## config.mk

```make
export PLATFORM = sky130hd
export DESIGN_NAME = score_seg_display
export DESIGN_NICKNAME = d
export VERILOG_FILES = /design/src/rtl/score_seg_display.sv
export SDC_FILE = /design/constraint.sdc
export NUM_CORES = 1
export LEC_CHECK = 0
export ABC_AREA = 1
export CORE_ASPECT_RATIO = 0.9
export CORE_UTILIZATION = 30
export DETAILED_ROUTE_END_ITERATION = 10
export PLACE_DENSITY = 0.47
export RECOVER_POWER = 100
export SLEW_MARGIN = 5
export SYNTH_ARGS = -nofsm -noshare
export SYNTH_HDL_FRONTEND = slang
export SYNTH_SLANG_ARGS = --single-unit
```

## constraint.sdc

```tcl
create_clock -name CLK -period 1.42 [get_ports CLK]
set_input_delay 0.284 -clock CLK [delete_from_list [all_inputs] [get_ports CLK]]
set_output_delay 0.284 -clock CLK [all_outputs]
set_load 0.005 [all_outputs]
```

## src/rtl/score_seg_display.sv

```systemverilog
// Score-to-display driver: resynchronises the 4-bit score, splits it into decimal
// digits, multiplexes a 4-digit active-low seven-segment display and flashes on change.
`timescale 1ns/1ps
module score_seg_display #(
    parameter int REFRESH_DIV  = 100000,
    parameter int FLASH_BLINKS = 3
) (
    input  logic       CLK,
    input  logic       RESET,
    input  logic [3:0] SCORE_IN,
    output logic [1:0] STROBE_COUNTER,
    output logic [3:0] SEG_ANODE,
    output logic [7:0] SEG_CATHODE
);
    localparam int PRESC_W = (REFRESH_DIV > 2) ? $clog2(REFRESH_DIV) : 1;
    localparam int FLASH_W = $clog2(2 * FLASH_BLINKS + 1);
    localparam logic [PRESC_W-1:0] PRESC_MAX  = PRESC_W'(REFRESH_DIV - 1);
    localparam logic [FLASH_W-1:0] FLASH_LOAD = FLASH_W'(2 * FLASH_BLINKS);

    logic [3:0]         r_s1;
    logic [3:0]         r_s2;
    logic [3:0]         r_s3;
    logic [3:0]         r_score_q;
    logic [PRESC_W-1:0] r_presc;
    logic [1:0]         r_strobe;
    logic [FLASH_W-1:0] r_flash_cnt;
    logic [3:0]         r_anode;
    logic [7:0]         r_cathode;

    logic       w_tick;
    logic       w_frame_end;
    logic       w_stable;
    logic       w_load;
    logic       w_tens_on;
    logic [3:0] w_units;
    logic       w_digit_on;
    logic [7:0] w_cathode_next;
    logic [3:0] w_anode_next;

    function automatic logic [7:0] seg_code(input logic [3:0] digit);
        logic [7:0] code;
        case (digit)
            4'd0:    code = 8'hC0;
            4'd1:    code = 8'hF9;
            4'd2:    code = 8'hA4;
            4'd3:    code = 8'hB0;
            4'd4:    code = 8'h99;
            4'd5:    code = 8'h92;
            4'd6:    code = 8'h82;
            4'd7:    code = 8'hF8;
            4'd8:    code = 8'h80;
            4'd9:    code = 8'h90;
            default: code = 8'hFF;
        endcase
        return code;
    endfunction

    // Three-flop resync; a value is accepted only once two consecutive samples agree,
    // so a multi-bit word caught mid-transition never becomes the displayed score.
    assign w_stable = (r_s2 == r_s3);
    assign w_load   = w_stable && (r_s3 != r_score_q);

    always_ff @(posedge CLK or posedge RESET) begin
        if (RESET) begin
            r_s1      <= 4'd0;
            r_s2      <= 4'd0;
            r_s3      <= 4'd0;
            r_score_q <= 4'd0;
        end else begin
            r_s1 <= SCORE_IN;
            r_s2 <= r_s1;
            r_s3 <= r_s2;
            if (w_stable) begin
                r_score_q <= r_s3;
            end
        end
    end

    assign w_tick      = (r_presc == PRESC_MAX);
    assign w_frame_end = w_tick && (r_strobe == 2'd3);

    always_ff @(posedge CLK or posedge RESET) begin
        if (RESET) begin
            r_presc  <= '0;
            r_strobe <= 2'd0;
        end else if (w_tick) begin
            r_presc  <= '0;
            r_strobe <= r_strobe + 2'd1;
        end else begin
            r_presc  <= r_presc + PRESC_W'(1);
        end
    end

    // Odd counts are blank frames; a new score restarts the whole blink sequence.
    always_ff @(posedge CLK or posedge RESET) begin
        if (RESET) begin
            r_flash_cnt <= '0;
        end else if (w_load) begin
            r_flash_cnt <= FLASH_LOAD;
        end else if (w_frame_end && (r_flash_cnt != '0)) begin
            r_flash_cnt <= r_flash_cnt - FLASH_W'(1);
        end
    end

    assign w_tens_on = (r_score_q >= 4'd10);
    assign w_units   = w_tens_on ? (r_score_q - 4'd10) : r_score_q;

    always_comb begin
        w_digit_on     = 1'b0;
        w_cathode_next = 8'hFF;
        case (r_strobe)
            2'd0: begin
                w_digit_on     = 1'b1;
                w_cathode_next = seg_code(w_units);
            end
            2'd1: begin
                if (w_tens_on) begin
                    w_digit_on     = 1'b1;
                    w_cathode_next = seg_code(4'd1);
                end
            end
            default: begin
                w_digit_on     = 1'b0;
                w_cathode_next = 8'hFF;
            end
        endcase
        if (r_flash_cnt[0]) begin
            w_digit_on     = 1'b0;
            w_cathode_next = 8'hFF;
        end
    end

    generate
        for (genvar gi = 0; gi < 4; gi++) begin : g_anode
            assign w_anode_next[gi] = ~(w_digit_on && (r_strobe == 2'(gi)));
        end
    endgenerate

    always_ff @(posedge CLK or posedge RESET) begin
        if (RESET) begin
            r_anode   <= 4'b1111;
            r_cathode <= 8'hFF;
        end else begin
            r_anode   <= w_anode_next;
            r_cathode <= w_cathode_next;
        end
    end

    assign STROBE_COUNTER = r_strobe;
    assign SEG_ANODE      = r_anode;
    assign SEG_CATHODE    = r_cathode;

endmodule

```

==> results of run 1 <==
==> layout by cell type, fill, tap and decap left out, types with 3 or more instances in the layout <==
cell type | Yosys | final
nand2_1 | 64 | 57
nor2_1 | 35 | 34
dfrtp_1 | 38 | 33
inv_1 | 39 | 33
buf_4 | 1 | 26
nand3_1 | 18 | 17
xor2_1 | 13 | 13
dlygate4sd2_1 | 0 | 13
dfstp_2 | 11 | 11
nand2_2 | 4 | 10
o21ai_0 | 11 | 7
ha_1 | 11 | 7
inv_2 | 2 | 6
nand4_1 | 6 | 6
clkbuf_8 | 0 | 5
dlygate4sd3_1 | 0 | 5
dfrtp_2 | 0 | 5
o21ai_2 | 1 | 4
nor2_4 | 1 | 3
nand2_4 | 2 | 3
xnor2_1 | 3 | 3
ha_4 | 0 | 3
==> registers in the layout, summed over array words and instances (netlist names) <==
| name | count |
|---|---|
| r_s2 | 4 |
| r_score_q | 4 |
| STROBE_COUNTER | 2 |
| r_flash_cnt | 3 |
| r_s1 | 4 |
| SEG_CATHODE | 7 |
| r_presc | 17 |
| SEG_ANODE | 4 |
| r_s3 | 4 |
==> report_power, final <==
part / internal (mW) / total, mW / switching [mW]
Clock: 0.528 / 1.03 / 0.498
Sequential: 1.62 / 1.70 / 0.0789
Combinational: 0.609 / 1.25 / 0.637
==> worst max path at each step <==
stage	slack, ns	cells after the start	to	start
finish	0.05	9	SEG_CATHODE[2]	r_score_q[1]
global route	-0.04	10	SEG_CATHODE[3]	r_score_q[3]
CTS	0.004	9	SEG_CATHODE[1]	r_score_q[1]
detailed placement	-0.002	9	SEG_CATHODE[1]	r_score_q[1]
global placement	0.03	9	SEG_CATHODE[1]	r_score_q[1]
floorplan	0.005	10	SEG_CATHODE[3]	r_score_q[3]
==> Yosys cell counts (all sizes together), types with 2 or more instances <==
library cell / n / area [um^2]
clkinv: 2 / 10.01
nand4: 7 / 50.05
dfrtp: 38 / 950.9
ha: 11 / 137.6
nor3: 2 / 10.01
nor2: 40 / 181.4
xnor2: 3 / 26.28
nand3b: 2 / 15.01
dfstp: 11 / 289.0
xor2: 13 / 113.9
o21ai: 14 / 73.82
inv: 41 / 153.9
nand2: 70 / 287.8
nand3: 19 / 107.6
==> layer usage <==
layer	vias up	routed length, um	share of wire [%]
met3	4	190	4.1
met1	842	2442	53
met5	-	0	0
met2	46	1924	42
met4	0	64	1.4
li1	969	-	-
==> critical path: stages (launching register included) <==
cell     delay [ns]
dfrtp_1        0.40
inv_2          0.08
ha_4           0.26
nand2_2        0.06
nand2_4        0.12
inv_4          0.06
nor2_2         0.11
nand2_2        0.09
nand3_1        0.08
nand2_1        0.05
==> final cells by class <==
type | instances | area [um^2]
Clock inverter | 3 | 46.29
Timing Repair Buffer | 48 | 376.6
Inverter | 43 | 168.9
Sequential cell | 49 | 1246
Tap cell | 96 | 120.1
Multi-Input combinational cell | 186 | 1140
Fill cell | 768 | 4528
Clock buffer | 5 | 68.82
==> repair_timing <==
action / 4_1_cts / 5_1_grt
gates resized for setup: 16 / 34
pin swaps: 1 / 12
buffers inserted: 4 / 8
endpoints found under the setup margin: 18 / 23
hold buffers: 0 / 0
==> metrics by stage <==
step / setup slack, ns / std cells
6_report: 0.05176 / 430
4_1_cts: 0.004275 / 422
2_1_floorplan: 0.005167 / 279
3_3_place_gp: 0.03010 / 410
5_1_grt: -0.04321 / 430
3_5_place_dp: -0.001755 / 410
==> cell families (layout without fill, tap and decap cells) <==
| logic type | Yosys count | in the layout | share of synthesized area (%) |
|---|---|---|---|
| adders and majority gates | 11 | 11 | 5.635 |
| and+or+nand+nor | 141 | 141 | 26.95 |
| xor gates and xnor gates | 16 | 16 | 5.738 |
| AOI/OAI and AO/OA | 17 | 17 | 3.740 |
| buffers and inverters | 44 | 99 | 7.019 |
| other | 1 | 1 | 0.1535 |
| DFF | 49 | 49 | 50.77 |
==> impl_metrics.csv, run 1 <==
group,metric,value,unit
floorplan,start_util,31.74,%
critical_path,r2r_start,"r_score_q[1]",
timing,max_clock_freq,730.9,MHz
placed_design,io_buffer_count,18,
routing,routed_wl,4622,um
synthesis,ys_ff_latch,49,
cells_and_area,drive_above_1_share,28.14,%
grt,grt_use_met2,17.86,%
timing,holdWs,0.3154,ns
status,status,"completed",
clocking,insertion_delay,0.30,ns
routing,ant_nets,0,
grt,globalRouteMet1Util,17.05,%
clocking,root_buffer,"clkbuf_8",
clocking,htree_levels,2,
critical_path,critPathMaxFanout,8,
critical_path,timing.rr.end,"SEG_CATHODE[2]",
routing,routedWlPerCell,10.75,um
cells_and_area,finalNetCount,350,
grt,grt_most_used_layer,"met2",
critical_path,crit_type,"register to register",
worst_hold_path,hold_path.class,"input pin to async pin",
floorplan,die_w,97.11,um
timing,finalCritPeriodShare,96.35,%
timing,rsz0062_at_grt,"yes",
grt,grt_max_degree,30,
routing,vias_per_cell,4.328,
timing,finalCriticalPeriod,1.368,ns
synthesis,synth_flop_cell,"dfrtp_1",
synthesis,postSynthCellCount,279,
grt,grt_pass1_vias,1724,
synthesis,synth_edf_count,0,
critical_path,start_kind,"register",
cells_and_area,diodes,0,
critical_path,required,1.66,ns
synthesis,yosysWarnings,0,
grt,antenna_found_initial,0,
placed_design,routabilityCongestion,0.8148,
clocking,cts_sinks,49,
cells_and_area,fin_area,3167,um^2
synthesis,synth_fp_nets,296,
critical_path,cp-end-kind,"register",
clocking,cts_tree,"done",
power_and_ir_drop,peakVddDrop,405.4,uV
synthesis,async_reset_ff_share,100.0,%
floorplan,ios,20,
floorplan,core_area,7695,um^2
cells_and_area,syn2layout_area_growth,29.66,%
critical_path,r2r_setup_slack,0.05,ns
grt,grt.overflow.total,0,
placed_design,dpl_cell_area,2889,um^2
routing,dr.pass1.iters,4,
grt,grt.met3_usage,2.474,%
routing,vias,1861,
timing,finalSetupViolCount,0,
timing,maxSlewViolCount,0,
synthesis,synth-seq-area-share,50.77,%
timing,timing.setup.tns,0,ns
routing,drc,0,
floorplan,die_h,87.60,um
timing,fin_skew,0.006860,ns
critical_path,rr_worst_depth,9,
floorplan,rows,30,
placed_design,dp_hpwl,3377,um
power_and_ir_drop,power_density,1255,nW/um^2
timing,tightest_slew,0.6659,ns
critical_path,critPathArrivalTime,1.60,ns
synthesis,syn-mean-instance-area,8.754,um^2
timing,relSlewSlack,55.60,%
routing,drt-initial-drc-count,77,
floorplan,die_area,8506,um^2
flow_run,cap_violations,0,
clocking,clock_path_buffers,2,
grt,grt_usage,11.92,%
cells_and_area,finish.utilization,41.15,%
grt,grt_pass1_wl,8135,um
power_and_ir_drop,power_leakage,1.608,nW
power_and_ir_drop,total_power,3.973,mW
synthesis,synth_area,2442,um^2
synthesis,yosysUniqueCellTypes,30,
clocking,cts_buffers,5,
timing,hold_violations,0,
clocking,clk_pin_slew,0.10,ns
(Power assumes the default switching activity.)
==> run 2: changes to the inputs <==
CTS_BUF_LIST = sky130_fd_sc_hd__clkbuf_4   (was default)
==> run 2 against run 1 <==
Effect of this change:
- non-clock buffer count increased by 1
- critical endpoint unchanged
- register-to-register slack got worse by 0.02 ns
- die area did not move
- largest cell class unchanged
==> impl_metrics.csv, run 2 (synthesized netlist as in run 1, its figures left out) <==
group,metric,value,unit
cells_and_area,finish.utilization,40.59,%
cells_and_area,regMostFlops,"r_presc",
grt,antenna_found_initial,0,
grt,grt_max_degree,30,
critical_path,r2r_setup_slack,0.04,ns
clocking,clk_pin_slew,0.16,ns
critical_path,cp-endpoint,"SEG_CATHODE[2]",
floorplan,die_h,87.60,um
floorplan,die_w,97.11,um
routing,vias_per_cell,4.278,
routing,ant_nets,0,
clocking,cts_buffers,5,
power_and_ir_drop,peakVddDrop,371.7,uV
critical_path,start_kind,"register",
status,status,"completed",
clocking,htree_levels,2,
clocking,clock_path_buffers,2,
routing,routedWlPerCell,10.76,um
clocking,cts_tree,"done",
timing,finalCritPeriodShare,97.52,%
grt,grt.overflow.total,0,
placed_design,dp.cells,410,
grt,grt_pass1_wl,8121,um
power_and_ir_drop,power_leakage,1.616,nW
cells_and_area,drive_above_1_share,31.94,%
critical_path,crit_type,"register to register",
timing,relSlewSlack,50.70,%
worst_hold_path,hold_path.class,"input pin to async pin",
clocking,insertion_delay,0.37,ns
timing,fin_skew,0.009643,ns
routing,routed_wl,4636,um
clocking,cts_sinks,49,
grt,grt_pass1_vias,1729,
critical_path,critPathArrivalTime,1.69,ns
floorplan,core_area,7695,um^2
placed_design,io_buffer_count,18,
cells_and_area,final_cell_mix,"59 x nand2_1, 34 x dfrtp_1, 33 x nor2_1, 32 x inv_1, 29 x buf_4",
floorplan,ios,20,
cells_and_area,finalNetCount,351,
timing,rsz0062_at_grt,"yes",
timing,max_clock_freq,722.2,MHz
placed_design,dp_hpwl,3377,um
cells_and_area,largest_reg_flops,17,
cells_and_area,diodes,0,
critical_path,critPathMaxFanout,8,
placed_design,routabilityCongestion,0.8148,
routing,dr.pass1.iters,4,
routing,vias,1844,
cells_and_area,syn2layout_area_growth,27.87,%
cells_and_area,final_cell_count_no_fill,431,
critical_path,rr_worst_depth,9,
routing,drt-initial-drc-count,80,
routing,drc,0,
timing,tightest_slew,0.7395,ns
critical_path,crit_start,"r_score_q[1]",
grt,grt_usage,11.90,%
timing,maxSlewViolCount,0,
flow_run,cap_violations,0,
clocking,root_buffer,"clkbuf_4",
power_and_ir_drop,power_density,1220,nW/um^2
timing,finalCriticalPeriod,1.385,ns
timing,hold_violations,0,
floorplan,die_area,8506,um^2
timing,finalSetupViolCount,0,
critical_path,cp-end-kind,"register",
critical_path,timing.rr.end,"SEG_CATHODE[2]",
critical_path,r2r_start,"r_score_q[1]",
floorplan,start_util,31.74,%
cells_and_area,layout_commonest_cell,"nand2_1",
floorplan,rows,30,
critical_path,required,1.73,ns
==> run 2: cell count changes in the layout (fill, tap and decap cells not counted), sizes merged <==
cell           before  now
buf                27   29
clkbuf              8   17
clkdlybuf4s15       0    1
dlygate4sd2        13    2
==> run 2: how the worst min path moves through the flow <==
| stage | start | endpoint | slack, ns | depth (start not counted) |
|---|---|---|---|---|
| 5_1_grt | RESET | r_s2[3] | 0.22 | 2 |
| 3_5_place_dp | r_s1[2] | r_s2[2] | 0.34 | 0 |
| 4_1_cts | RESET | r_s1[3] | 0.11 | 2 |
| 2_1_floorplan | RESET | STROBE_COUNTER[0] | 0.32 | 1 |
| 6_report | RESET | r_s1[3] | 0.23 | 2 |
| 3_3_place_gp | r_s1[0] | r_s2[0] | 0.33 | 0 |
==> run 2: power breakdown <==
group / switching (mW) / total (mW) / leakage, nW / internal (mW)
sequential: 0.0829 / 1.71 / 0.582 / 1.62
clock: 0.475 / 0.849 / 0.0414 / 0.374
combinational: 0.658 / 1.26 / 0.993 / 0.600
total: 1.22 / 3.81 / 1.62 / 2.60
==> run 2: final cells by class <==
type	count	area, um^2
repair buffers	49	355.3
clock buffers	5	37.54
well taps	96	120.1
inverters	43	171.4
fillers	762	4572
clock inverters	3	46.29
flip-flops and latches	49	1245
multi-input cells	186	1147
==> run 2: per-stage QoR <==
stage	hold slack [ns]	instance area [um^2]	worst slack, ns	setup TNS, ns	power, mW
after CTS	0.1083	3010	0.01222	0	3.641
after global placement	0.3340	2889	0.03010	0	2.747
after global routing	0.2203	3123	-0.03843	-0.2800	4.095
after floorplan	0.3154	2449	0.005167	0	2.296
after detailed placement	0.3413	2889	-0.001755	-0.001755	2.753
final	0.2330	3123	0.03528	0	3.812
==> run 2: what timing repair did <==
item / in CTS / in global routing
pin swaps: 1 / 14
hold buffers: 0 / 0
endpoints found under the setup margin: 19 / 34
resized for setup: 28 / 45
buffers inserted: 5 / 8
==> run 2: worst max-delay path, cell delays in order, from the launching register on <==
cell and delay, ns:
dfrtp_1 0.42, inv_2 0.08, ha_4 0.26, nand2_2 0.06, nand2_4 0.12, inv_4 0.06, nor2_2 0.11, nand2_2 0.10
nand3_1 0.08, nand2_1 0.05
==> run 2: per-layer routing <==
| layer | vias up | share of wire (%) | track usage (%) |
|---|---|---|---|
| met5 | - | 0 | 0 |
| li1 | 970 | - | - |
| met2 | 40 | 41 | 17.93 |
| met4 | 0 | 1.3 | 4.206 |
| met3 | 4 | 4.2 | 2.474 |
| met1 | 830 | 53 | 17.05 |
